**src/rtl/trace_pkg.sv**
```systemverilog
// Shared types and constants for the trace readout controller.
package trace_pkg;

  // Controller states
  typedef enum logic [1:0] {
    ST_IDLE  = 2'd0,
    ST_SCAN  = 2'd1,
    ST_EMIT  = 2'd2,
    ST_PARAM = 2'd3
  } state_e;

  // Request codes
  localparam logic [7:0] GET_TRACE = 8'h06;
  localparam logic [7:0] GET_PARAM = 8'h86;

  // Default geometry
  localparam int TRACE_W_DEF = 256;
  localparam int WORD_W_DEF  = 16;

  // Number of bits a GET_TRACE actually reads: the request is clipped at the end of the trace.
  function automatic logic [8:0] clip_len(input logic [8:0] idx,
                                          input logic [8:0] len,
                                          input logic [8:0] lim);
    logic [8:0] room;
    room = lim - idx;
    return (len < room) ? len : room;
  endfunction

endpackage

```
**src/rtl/trace_if.sv**
```systemverilog
// Request and output-word channels of the trace controller.
interface trace_if
  import trace_pkg::*;
#(
  parameter int WORD_W = WORD_W_DEF
) ();

  logic              req_valid;
  logic              req_ready;
  logic [7:0]        bRequest;
  logic [8:0]        wIndex;
  logic [8:0]        wLength;
  logic [WORD_W-1:0] word_data;
  logic              word_valid;
  logic              word_ready;
  logic              word_last;

  // Controller side
  modport slave (
    input  req_valid, bRequest, wIndex, wLength, word_ready,
    output req_ready, word_data, word_valid, word_last
  );

  // Host side
  modport master (
    output req_valid, bRequest, wIndex, wLength, word_ready,
    input  req_ready, word_data, word_valid, word_last
  );

endinterface

```
**src/rtl/trace_word_pack.sv**
```systemverilog
// Packs serial trace bits into a word, bit 0 first, with a bit counter.
// data_o shows the word including the bit being pushed this cycle, so the
// controller can capture a complete word on the same edge that samples its
// final bit. full_o flags that the current push completes the word.
module trace_word_pack
  import trace_pkg::*;
#(
  parameter int WORD_W = WORD_W_DEF
) (
  input  logic              clk,
  input  logic              reset,
  input  logic              clear_i,
  input  logic              push_i,
  input  logic              bit_i,
  output logic [WORD_W-1:0] data_o,
  output logic              full_o
);

  localparam int CNT_W = $clog2(WORD_W);

  logic [WORD_W-1:0] data_q, data_d;
  logic [CNT_W-1:0]  cnt_q, cnt_d;

  // Next packed value: clear wins over push
  always_comb begin
    data_d = data_q;
    cnt_d  = cnt_q;
    if (clear_i) begin
      data_d = {WORD_W{1'b0}};
      cnt_d  = {CNT_W{1'b0}};
    end else if (push_i) begin
      data_d[cnt_q] = bit_i;
      cnt_d         = cnt_q + CNT_W'(1);
    end else begin
      data_d = data_q;
      cnt_d  = cnt_q;
    end
  end

  // Pack register and bit counter
  always_ff @(posedge clk) begin
    if (reset) begin
      data_q <= {WORD_W{1'b0}};
      cnt_q  <= {CNT_W{1'b0}};
    end else begin
      data_q <= data_d;
      cnt_q  <= cnt_d;
    end
  end

  assign data_o = data_d;
  assign full_o = push_i && (cnt_q == CNT_W'(WORD_W - 1));

endmodule

```
**src/rtl/trace_ctrl.sv**
```systemverilog
// Trace readout controller: serially samples a trace vector through an
// external bit mux (select -> q) and returns it as packed words, or returns
// the last index sampled by the previous trace read.
module trace_ctrl
  import trace_pkg::*;
#(
  parameter int TRACE_W = TRACE_W_DEF,
  parameter int WORD_W  = WORD_W_DEF
) (
  input  logic       clk,
  input  logic       reset,
  trace_if.slave     bus,
  output logic [8:0] select,
  input  logic       q,
  output logic       busy,
  output logic       done,
  output logic       err
);

  localparam logic [8:0] TRACE_LIM = 9'(TRACE_W);

  state_e            state_q, state_d;
  logic [8:0]        select_q, select_d;
  logic [8:0]        last_select_q, last_select_d;
  logic [8:0]        rem_q, rem_d;
  logic [WORD_W-1:0] word_data_q, word_data_d;
  logic              word_valid_q, word_valid_d;
  logic              word_last_q, word_last_d;
  logic              done_q, done_d;
  logic              err_q, err_d;
  logic              req_ready_q;

  logic              accept_s;
  logic              hs_s;
  logic              pack_clear_s;
  logic              pack_push_s;
  logic [WORD_W-1:0] pack_data_s;
  logic              pack_full_s;

  assign accept_s = bus.req_valid && req_ready_q;
  assign hs_s     = word_valid_q && bus.word_ready;

  trace_word_pack #(
    .WORD_W (WORD_W)
  ) u_pack (
    .clk     (clk),
    .reset   (reset),
    .clear_i (pack_clear_s),
    .push_i  (pack_push_s),
    .bit_i   (q),
    .data_o  (pack_data_s),
    .full_o  (pack_full_s)
  );

  // Next-state and datapath decisions; select always equals the index being sampled in SCAN
  always_comb begin
    state_d       = state_q;
    select_d      = select_q;
    last_select_d = last_select_q;
    rem_d         = rem_q;
    word_data_d   = word_data_q;
    word_valid_d  = word_valid_q;
    word_last_d   = word_last_q;
    done_d        = 1'b0;
    err_d         = 1'b0;
    pack_clear_s  = 1'b0;
    pack_push_s   = 1'b0;
    case (state_q)
      ST_IDLE: begin
        if (accept_s) begin
          if (bus.bRequest == GET_TRACE) begin
            // An out-of-range start index is reported even for a zero length
            if (bus.wIndex >= TRACE_LIM) begin
              err_d = 1'b1;
            end else if (bus.wLength == 9'd0) begin
              done_d = 1'b1;
            end else begin
              state_d      = ST_SCAN;
              select_d     = bus.wIndex;
              rem_d        = clip_len(bus.wIndex, bus.wLength, TRACE_LIM);
              pack_clear_s = 1'b1;
            end
          end else if (bus.bRequest == GET_PARAM) begin
            state_d      = ST_PARAM;
            word_data_d  = WORD_W'(last_select_q);
            word_valid_d = 1'b1;
            word_last_d  = 1'b1;
          end else begin
            err_d = 1'b1;
          end
        end else begin
          state_d = ST_IDLE;
        end
      end
      ST_SCAN: begin
        pack_push_s   = 1'b1;
        rem_d         = rem_q - 9'd1;
        last_select_d = select_q;
        if ((rem_q == 9'd1) || pack_full_s) begin
          state_d      = ST_EMIT;
          word_data_d  = pack_data_s;
          word_valid_d = 1'b1;
          word_last_d  = (rem_q == 9'd1);
        end else begin
          select_d = select_q + 9'd1;
        end
      end
      ST_EMIT: begin
        if (hs_s) begin
          word_valid_d = 1'b0;
          word_last_d  = 1'b0;
          pack_clear_s = 1'b1;
          if (rem_q == 9'd0) begin
            state_d = ST_IDLE;
          end else begin
            state_d  = ST_SCAN;
            select_d = select_q + 9'd1;
          end
        end else begin
          state_d = ST_EMIT;
        end
      end
      ST_PARAM: begin
        if (hs_s) begin
          state_d      = ST_IDLE;
          word_valid_d = 1'b0;
          word_last_d  = 1'b0;
        end else begin
          state_d = ST_PARAM;
        end
      end
      default: begin
        state_d = ST_IDLE;
      end
    endcase
  end

  // State and output registers; reset abandons any request in flight
  always_ff @(posedge clk) begin
    if (reset) begin
      state_q       <= ST_IDLE;
      select_q      <= 9'd0;
      last_select_q <= 9'd0;
      rem_q         <= 9'd0;
      word_data_q   <= {WORD_W{1'b0}};
      word_valid_q  <= 1'b0;
      word_last_q   <= 1'b0;
      done_q        <= 1'b0;
      err_q         <= 1'b0;
      req_ready_q   <= 1'b0;
    end else begin
      state_q       <= state_d;
      select_q      <= select_d;
      last_select_q <= last_select_d;
      rem_q         <= rem_d;
      word_data_q   <= word_data_d;
      word_valid_q  <= word_valid_d;
      word_last_q   <= word_last_d;
      done_q        <= done_d;
      err_q         <= err_d;
      req_ready_q   <= (state_d == ST_IDLE);
    end
  end

  assign bus.req_ready  = req_ready_q;
  assign bus.word_data  = word_data_q;
  assign bus.word_valid = word_valid_q;
  assign bus.word_last  = word_last_q;
  assign select         = select_q;
  assign busy           = (state_q != ST_IDLE);
  assign err            = err_q;
  // Completion of a word stream coincides with the final handshake; empty requests finish a cycle later
  assign done           = done_q | (hs_s && word_last_q);

endmodule
```
**src/flat_wrapper.sv**
```systemverilog
// flat-port wrapper written by rule: the top's interface ports become plain ports
module trace_ctrl_flat import trace_pkg::*;
#(
  parameter int TRACE_W = TRACE_W_DEF,
  parameter int WORD_W  = WORD_W_DEF
)
  (clk, reset, select, q, busy, done, err, bus_req_valid, bus_bRequest, bus_wIndex, bus_wLength, bus_word_ready, bus_req_ready, bus_word_data, bus_word_valid, bus_word_last);
  trace_if #(.WORD_W(WORD_W)) bus_i ();
  input  logic clk;
  input  logic reset;
  output logic [8:0] select;
  input  logic q;
  output logic busy;
  output logic done;
  output logic err;
  input wire logic [$bits(bus_i.req_valid)-1:0] bus_req_valid;
  input wire logic [$bits(bus_i.bRequest)-1:0] bus_bRequest;
  input wire logic [$bits(bus_i.wIndex)-1:0] bus_wIndex;
  input wire logic [$bits(bus_i.wLength)-1:0] bus_wLength;
  input wire logic [$bits(bus_i.word_ready)-1:0] bus_word_ready;
  output wire logic [$bits(bus_i.req_ready)-1:0] bus_req_ready;
  output wire logic [$bits(bus_i.word_data)-1:0] bus_word_data;
  output wire logic [$bits(bus_i.word_valid)-1:0] bus_word_valid;
  output wire logic [$bits(bus_i.word_last)-1:0] bus_word_last;
  assign bus_i.req_valid = bus_req_valid;
  assign bus_i.bRequest = bus_bRequest;
  assign bus_i.wIndex = bus_wIndex;
  assign bus_i.wLength = bus_wLength;
  assign bus_i.word_ready = bus_word_ready;
  assign bus_req_ready = bus_i.req_ready;
  assign bus_word_data = bus_i.word_data;
  assign bus_word_valid = bus_i.word_valid;
  assign bus_word_last = bus_i.word_last;
  trace_ctrl #(.TRACE_W(TRACE_W), .WORD_W(WORD_W)) u_core (.clk(clk), .reset(reset), .bus(bus_i), .select(select), .q(q), .busy(busy), .done(done), .err(err));
endmodule
```
**config.mk**
```make
export PLATFORM = sky130hd
export DESIGN_NAME = trace_ctrl_flat
export DESIGN_NICKNAME = d
export VERILOG_FILES = /design/src/rtl/trace_pkg.sv /design/src/rtl/trace_if.sv /design/src/rtl/trace_word_pack.sv /design/src/rtl/trace_ctrl.sv /design/src/flat_wrapper.sv
export SDC_FILE = /design/constraint.sdc
export NUM_CORES = 1
export LEC_CHECK = 0
export CAP_MARGIN = 20
export CORE_UTILIZATION = 54
export DETAILED_ROUTE_END_ITERATION = 7
export GPL_TIMING_DRIVEN = 0
export PLACE_DENSITY = 0.86
export SYNTH_ARGS = -nofsm -noshare
export SYNTH_HDL_FRONTEND = slang
export SYNTH_SLANG_ARGS = --single-unit
```
**constraint.sdc**
```tcl
create_clock -name clk -period 4.1 [get_ports clk]
set_input_delay 0.615 -clock clk [delete_from_list [all_inputs] [get_ports clk]]
set_output_delay 0.615 -clock clk [all_outputs]
set_load 0.02 [all_outputs]
```
==> results of run 1 <==
[cells in the mapped netlist (all sizes together), types with 2 or more instances]
| cell | number |
|---|---|
| a2111o | 2 |
| nor3b | 2 |
| dfxtp | 70 |
| inv | 23 |
| o22ai | 3 |
| nand3b | 5 |
| o22a | 3 |
| or3 | 2 |
| ha | 22 |
| nand4 | 5 |
| a41oi | 2 |
| nand2 | 57 |
| a31oi | 5 |
| o21ai | 22 |
| nand2b | 7 |
| o211ai | 3 |
| nor3 | 15 |
| a211oi | 4 |
| xnor2 | 4 |
| a21oi | 39 |
| xor2 | 5 |
| buf | 3 |
| or2 | 3 |
| nor2b | 2 |
| and2 | 7 |
| nor2 | 62 |
| clkbuf | 19 |
| nor4b | 3 |
| mux2 | 7 |
| mux2i | 27 |
| nor4 | 4 |
| o211a | 9 |
| nand3 | 21 |
| a31o | 3 |
[power breakdown]
| part | total [mW] | internal, mW | switching, mW |
|---|---|---|---|
| clock | 0.647 | 0.352 | 0.295 |
| sequential | 0.682 | 0.681 | 0.000964 |
| combinational | 0.133 | 0.0625 | 0.0702 |
| total | 1.46 | 1.09 | 0.367 |
[layout by cell type (no fill, tap or decap), types with 15 or more instances in the layout]
master,netlist,routed
ha_1,22,22
o21ai_0,22,22
nor2_1,62,62
clkbuf_1,19,18
a21oi_1,38,38
inv_1,23,23
nand3_1,21,21
mux2i_1,27,27
dfxtp_1,70,70
nor3_1,15,15
clkdlybuf4s50_1,0,61
nand2_1,57,57
[registers in the layout, summed over array words and instances, names as in the netlist]
| name | cells |
|---|---|
| u_core.bus.word_last | 1 |
| u_core.rem_q | 9 |
| u_core.err | 1 |
| u_core.done_q | 1 |
| u_core.bus.word_data | 16 |
| u_core.select | 9 |
| u_core.u_pack.data_q | 16 |
| u_core.u_pack.cnt_q | 4 |
| u_core.bus.req_ready | 1 |
| u_core.last_select_q | 9 |
| u_core.state_q | 2 |
| u_core.bus.word_valid | 1 |
[cell type report]
class / count / area share, %
multi-input cells: 370 / 48.2
flip-flops and latches: 70 / 28.6
repair buffers: 61 / 12.5
clock buffers: 9 / 2.53
well taps: 96 / 2.45
clock inverters: 7 / 2.14
plain buffers: 22 / 1.86
inverters: 23 / 1.76
[kinds of logic (layout without fill, tap and decap cells)]
logic type | count (synthesis) | in the layout | synth area share [%]
simple gates | 199 | 199 | 24.0
compound gates | 106 | 106 | 18.1
flops | 70 | 70 | 35.6
buf+inv | 45 | 122 | 4.48
mux | 34 | 34 | 8.87
fa+ha+maj | 22 | 22 | 6.99
xor+xnor | 9 | 9 | 2.00
[metrics by stage]
step	instance area, um2	hold WS [ps]	setup slack, ps	instances
6_report	4900	454	265	658
3_5_place_dp	4670	443	-355	642
2_1_floorplan	3940	445	575	485
4_1_cts	4900	461	4.01	658
3_3_place_gp	4670	435	-278	642
5_1_grt	4900	491	-9.00	658
[worst max-delay path by stage]
stage	from	to	slack [ps]
6_report	bus_wIndex[4]	u_core.rem_q[6]	260
5_1_grt	bus_wIndex[4]	u_core.rem_q[6]	-9
4_1_cts	bus_wIndex[4]	u_core.rem_q[6]	4
3_5_place_dp	bus_wIndex[4]	u_core.rem_q[6]	-360
3_3_place_gp	bus_wIndex[4]	u_core.rem_q[6]	-280
2_1_floorplan	bus_wIndex[4]	u_core.rem_q[6]	570
[critical path: stages]
cell	delay, ps
clkdlybuf4s50_1	490
or4_4	600
nor4b_1	330
ha_1	310
inv_1	70
ha_1	260
a21oi_1	130
o21ai_0	110
a211oi_2	360
buf_2	290
mux2i_1	200
o21ai_0	90
o32ai_1	230
[per-layer routing]
metal  GRT usage, %  vias to the layer above  routed length (um)
li1               -                     1858                   -
met1           36.3                     1772                4460
met2           49.3                      137                5010
met3           7.77                       26                 639
met4           10.6                        0                 222
met5              0                        -                   0
[repair_timing]
action | 4_1_cts | 5_1_grt
endpoints found under the setup margin | 0 | 6
buffers inserted | 0 | 0
resized for setup | 0 | 4
==> results by stage, run 1 <==
Clock network:
- Clock tree synthesis found a total of 70 sinks.
- In this run, post-CTS hold repair placed 0 buffers.
- The worst-case clock buffer depth is 2.
- The number of CTS-inserted buffers is 9.
- The H-tree generated during clock tree synthesis spans 3 levels.
- TritonCTS built the clock tree.
- The root buffer cell is clkbuf_8.
- The insertion delay of the later-clocked pin in the worst-skew pair is 360 ps.
- After clock tree synthesis, the clock-pin slew on the worst setup and hold paths is 80 ps.

Critical path:
- Along the worst path, the maximum fanout reaches 10.
- For the worst setup path, the data required time is 4370 ps.
- The capture point of the worst reg-to-reg path is u_core.select[4].
- The beginning of the worst register-to-register path is u_core.state_q[0].
- At the worst endpoint, the arrival time is 4100 ps.
- STA classifies the critical path startpoint as an input port.
- The endpoint type of the worst setup path is a register.
- The number of cells on the worst reg-to-reg path is 10.
- The worst reg-to-reg setup slack is 1340 ps.
- The path type of the worst setup path is in2reg.

Timing:
- Based on the critical path, the design can be clocked at up to 261 MHz.
- The final count of pins violating max slew was 0.
- The setup clock skew after layout is 9.48 ps.
- The final critical delay including setup and external delays is 3840 ps.
- The worst slew margin relative to its limit is 47.9%.
- The worst path uses 93.5% of the clock period.
- For the pin with the worst max-slew slack, the measured transition is 773 ps.
- The setup TNS is 0 ps.
- The count of final hold-check violations came to 0.
- The number of setup violations in the final report is 0.

Yosys:
- By area the synthesized netlist is led by dfxtp_1, ha_1, mux2i_1, nor2_1, nand2_1.
- Yosys mapped a number of flops with a built-in enable equal to 0.
- For this run, asynchronously set or reset flops after synthesis account for 0%.
- Counting distinct cell types in the post-synthesis netlist gives 53.
- The post-synthesis instance area is 3940 um2.
- The synthesized instance count is 485.
- The Yosys step of the flow raised 0 warnings.
- The synthesized area per cell is 8.12 um2.
- The top cell type's share of synthesized area is 35.6%.
- The net count after synthesis is 538.
- The number of flip-flops and latches in the synthesized netlist is 70.
- Among all flip-flop cells after synthesis, the most frequent one is dfxtp_1.
- The cell type contributing the most total cell area after synthesis is dfxtp_1.
- The fraction of the yosys area taken by sequential cells is 35.6%.

Drt:
- The violation count after the first detailed-routing iteration is 372.
- The detail route stage leaves a number of antenna-violating nets equal to 0.
- The post-detailed-routing wire length is 10.3 mm.
- The total number of vias is 3793.
- The number of DRC violations after detailed routing is 0.
- The first detailed-routing pass ran for 5 iterations.
- In the final routed layout, each cell accounts on average for 15.7 um.
- The average vias per placed instance is 5.76.

Worst hold path:
- The worst hold path terminates at u_core.bus.word_data[14].
- Along the worst hold path, the cell count comes to 2.
- The path type of the worst min-delay path is reg2reg.
- The beginning of the worst hold path is u_core.bus.word_data[14].

Floorplan:
- The floorplan has 30 rows.
- After floorplanning, the core was sized to cover 6910 um2.
- The die area is 7630 um2.
- The die is 87.4 um tall.
- For this configuration, the core starts out at a cell density of 57.0%.
- The top-level I/O count is 62.
- The die is 87.4 um wide.

Global route:
- The via count of the first global-routing pass came to 3557.
- The maximum number of pins on one net before global-route repair is 15.
- The overall track demand over capacity in global routing is 29.4%.
- The overflow left after global routing is 0.
- The number of antenna violations at the first check in global routing is 0.
- The wire length of the first global-routing pass is 17.1 mm.

Pwr:
- The worst-case vdd ir drop is 0.240 mV.
- Summed over all cells, the static leakage comes to 1.92 nW.
- Summing internal, switching and leakage power gives 1.46 mW.
- Dividing total power by cell area gives a power density of 298 nW/um2.

Layout:
- The combined area of the multi-input logic cells is 2360 um2.
- The count of filler cells inserted in the layout is 569.
- The share of final-layout standard cells stronger than drive strength 1 is 6.94%.
- Across the whole layout, storage elements account for 1400 um2.
- The area overhead of the layout relative to synthesis is 24.5%.
- Cells fill 71.0% of the core in the end.
- The net total in the final layout is 610.
- The count of antenna diodes in the layout is 0.

Place:
- The final weighted congestion in routability-driven placement is 0.881.
- Once detailed placement completed, the half-perimeter wirelength came to 7.58 mm.
- The number of buffers inserted by port buffering is 61.

Status:
- The run finished with clean final reports.

Run:
- The tool flagged a number of max-cap violations equal to 0.
Power figures use the tool's default switching activity.
==> inputs of run 2 (changes only) <==
--- a/config.mk
+++ b/config.mk
@@ -5,7 +5,9 @@
 export SDC_FILE = /design/constraint.sdc
 export NUM_CORES = 1
 export LEC_CHECK = 0
+export ABC_CLOCK_PERIOD_IN_PS = 4100
 export CAP_MARGIN = 20
+export CORE_ASPECT_RATIO = 0.9
 export CORE_UTILIZATION = 54
 export DETAILED_ROUTE_END_ITERATION = 7
 export GPL_TIMING_DRIVEN = 0
==> results by stage, run 2 (same netlist as run 1, synthesis figures left out) <==
Layout:
- The library cell used most frequently in the layout, excluding fill and tap cells, is dfxtp_1.
- The cell area after layout was 4880 um2 (-0.54%).
- The share of final-layout standard cells stronger than drive strength 1 came to 6.94% (unchanged).
- The count of antenna diodes in the layout came to 0 (unchanged).
- In the layout the commonest cells are dfxtp_1, nor2_1, clkdlybuf4s50_1, nand2_1, a21oi_1.
- Relative to the synthesized area, the layout overhead comes to 23.9%.
- The net total in the final layout is 610 (unchanged).

Timing:
- The transition time at the pin with the least slew margin came to 831 ps (+58.4 ps).
- The post-route fraction of the period consumed by the critical path is 95.5% (+2.0 points).
- The count of final hold-check violations was 0 (unchanged).
- The highest clock rate is 255 MHz (-2.0%).
- The setup clock skew after layout came to 9.78 ps (+0.298 ps).
- The final hold slack is 452 ps (-2.17 ps).
- Setup repair after global routing left no endpoint under its margin.
- The final count of pins violating max slew was 0 (unchanged).
- The setup TNS was 0 ps (unchanged).
- The final critical delay including setup and external delays is 3920 ps (+80.2 ps).
- The worst slew margin relative to its limit is 44.5% (-3.5 points).
- The number of setup violations in the final report is 0 (unchanged).

Clock network:
- The clock-pin slew reported for the worst setup and hold paths after clock tree synthesis is 80 ps (about the same).
- The total number of clock tree sinks is 70 (unchanged).
- The worst-case clock buffer depth is 2 (unchanged).
- The insertion delay of the later-clocked pin in the worst-skew pair was 360 ps (about the same).
- The CTS tree is built.
- The count of H-tree levels built during CTS is 3 (unchanged).
- The number of CTS-inserted buffers was 9 (unchanged).
- The number of buffers inserted by post-CTS setup repair is 0 (unchanged).
- CTS placed an instance of clkbuf_8 at the clock tree root.

Global route:
- The wire length of the first global-routing pass was 16.6 mm (-2.9%).
- The overall track demand over capacity in global routing was 27.1% (-2.3 points).
- The overflow left after global routing is 0 (unchanged).
- The number of antenna violations at the first check in global routing is 0 (unchanged).
- The via count of the first global-routing pass is 3599 (+1.2%).
- The maximum number of pins on one net before global-route repair is 14 (-1).

Critical path:
- By startpoint and endpoint, the worst setup path is classified as in2reg.
- The signal on the critical path passes through clkdlybuf4s50_1 > or4_4 > nor4b_1 > ha_1 > inv_1 > ha_1 > a21oi_1 > o21ai_0 > a211oi_2 > clkbuf_2 > mux2i_1 > o21ai_0 > o32ai_1.
- Broken down by cell family, the worst path's largest delay share belongs to simple AND/OR/NAND/NOR gates.
- The maximum net fanout on the critical path is 10 (unchanged).
- In this run the worst setup path terminates at u_core.rem_q[6].
- The worst reg-to-reg setup slack is 1360 ps (+20 ps).
- The critical path data arrival time was 4180 ps (+80 ps).
- The endpoint identified for the worst register-to-register timing path is u_core.select[7].
- The delay contributed by the slowest stage of the critical path came to 600 ps (about the same).
- The startpoint type of the worst setup path is an input port.
- In this run the critical register-to-register path is launched from u_core.state_q[0].
- The total number of cells along the worst setup path is 13 (unchanged).
- The cell with the largest stage delay on the worst path is or4_4.
- The cell depth of the worst flop-to-flop path is 10 (unchanged).
- In this run the worst setup path begins at bus_wIndex[4].
- The required time at the worst-slack endpoint was 4360 ps (about the same).
- The worst path buffer plus inverter count is 3 (unchanged).
- STA classifies the critical path endpoint as a register.

Drt:
- The post-detailed-routing wire length is 9.99 mm (-3.3%).
- The average vias per placed instance is 5.86 (+1.6%).
- The number of antenna-violating nets in the routed design is 0 (unchanged).
- The total number of vias is 3837 (+1.2%).
- The violation count after the first detailed-routing iteration is 253 (-32%).
- The number of DRC violations after detailed routing is 0 (unchanged).
- The first-pass iteration count of the detailed router came to 5 (unchanged).
- The routed length per instance is 15.3 um (-2.8%).

Place:
- The final weighted congestion in routability-driven placement is 0.864 (-1.9%).
- The cell area after placement is 4660 um2 (about the same).
- The number of buffers inserted by port buffering was 61 (unchanged).
- The detailed-placement wirelength estimate is 7.54 mm (-0.47%).

Run:
- The max-cap check violation count came to 0 (unchanged).

Pwr:
- The worst-case vdd ir drop came to 0.267 mV (+11%).
- The static leakage power is 1.91 nW (-0.47%).
- The power density relative to cell area is 285 nW/um2 (-4.5%).

Floorplan:
- The placeable core region is 7040 um2 (+1.9%).
- The initial cell density of the core is 55.9% (-1.1 points).
- The number of core rows is 29 (-3.3%).
- The die area is 7640 um2 (about the same).
- The die width was 92.0 um (+5.3%).
- The top-level I/O count is 62 (unchanged).
- The die height is 83.0 um (-5.0%).

Worst hold path:
- The tightest min-delay check is of the reg2reg type.

Status:
- The run finished with clean final reports.
run 2: worst reg2reg max path, delay by kind of cell (launching register included):
family / cells / cell delay [ps]
AOI/OAI and AO/OA: 3 / 760
buffers and inverters: 3 / 670
and+or+nand+nor: 2 / 480
DFF: 1 / 360
muxes: 1 / 200
adders and majority gates: 1 / 150
run 2: metal layers:
layer	routed length [um]	track usage [%]
met2	4840	45.7
met1	4270	34.1
met5	0	0
met4	177	7.67
met3	703	7.05
run 2: through the flow:
| stage | power [mW] | setup slack (ps) | instances | utilization, % |
|---|---|---|---|---|
| after floorplan | 0.766 | 575 | 485 | - |
| after global placement | 0.822 | -285 | 639 | 66.2 |
| after detailed placement | 0.827 | -444 | 639 | 66.2 |
| after CTS | 1.39 | 91.5 | 655 | 69.2 |
| after global routing | 1.44 | 15.7 | 655 | 69.3 |
| final | 1.39 | 185 | 655 | 69.3 |
run 2: area by class of cell:
class | count | area (um2)
well taps | 93 | 116
clock inverters | 6 | 68.8
clock buffers | 10 | 138
plain buffers | 22 | 91.3
flip-flops and latches | 70 | 1400
repair buffers | 61 | 611
multi-input cells | 370 | 2360
fillers | 569 | 2160
inverters | 23 | 86.3
run 2: worst min path at each step:
stage | start | end | slack (ps) | cells after the start
after detailed placement | u_core.bus.word_data[14] | u_core.bus.word_data[14] | 440 | 2
after global routing | u_core.bus.word_data[14] | u_core.bus.word_data[14] | 480 | 2
after global placement | u_core.bus.word_data[14] | u_core.bus.word_data[14] | 440 | 2
final | u_core.bus.word_data[14] | u_core.bus.word_data[14] | 450 | 2
after CTS | u_core.bus.word_data[14] | u_core.bus.word_data[14] | 460 | 2
after floorplan | u_core.rem_q[1] | u_core.rem_q[1] | 450 | 2
run 2: power by group:
part | internal [mW] | switching [mW]
sequential | 0.681 | 0.00101
combinational | 0.0622 | 0.0698
clock | 0.300 | 0.274
run 2: what timing repair did:
action / CTS / global route
gates resized for setup: 1 / 2
cloned: 0 / 0
setup endpoints to repair: 1 / 3
hold buffers: 0 / 0
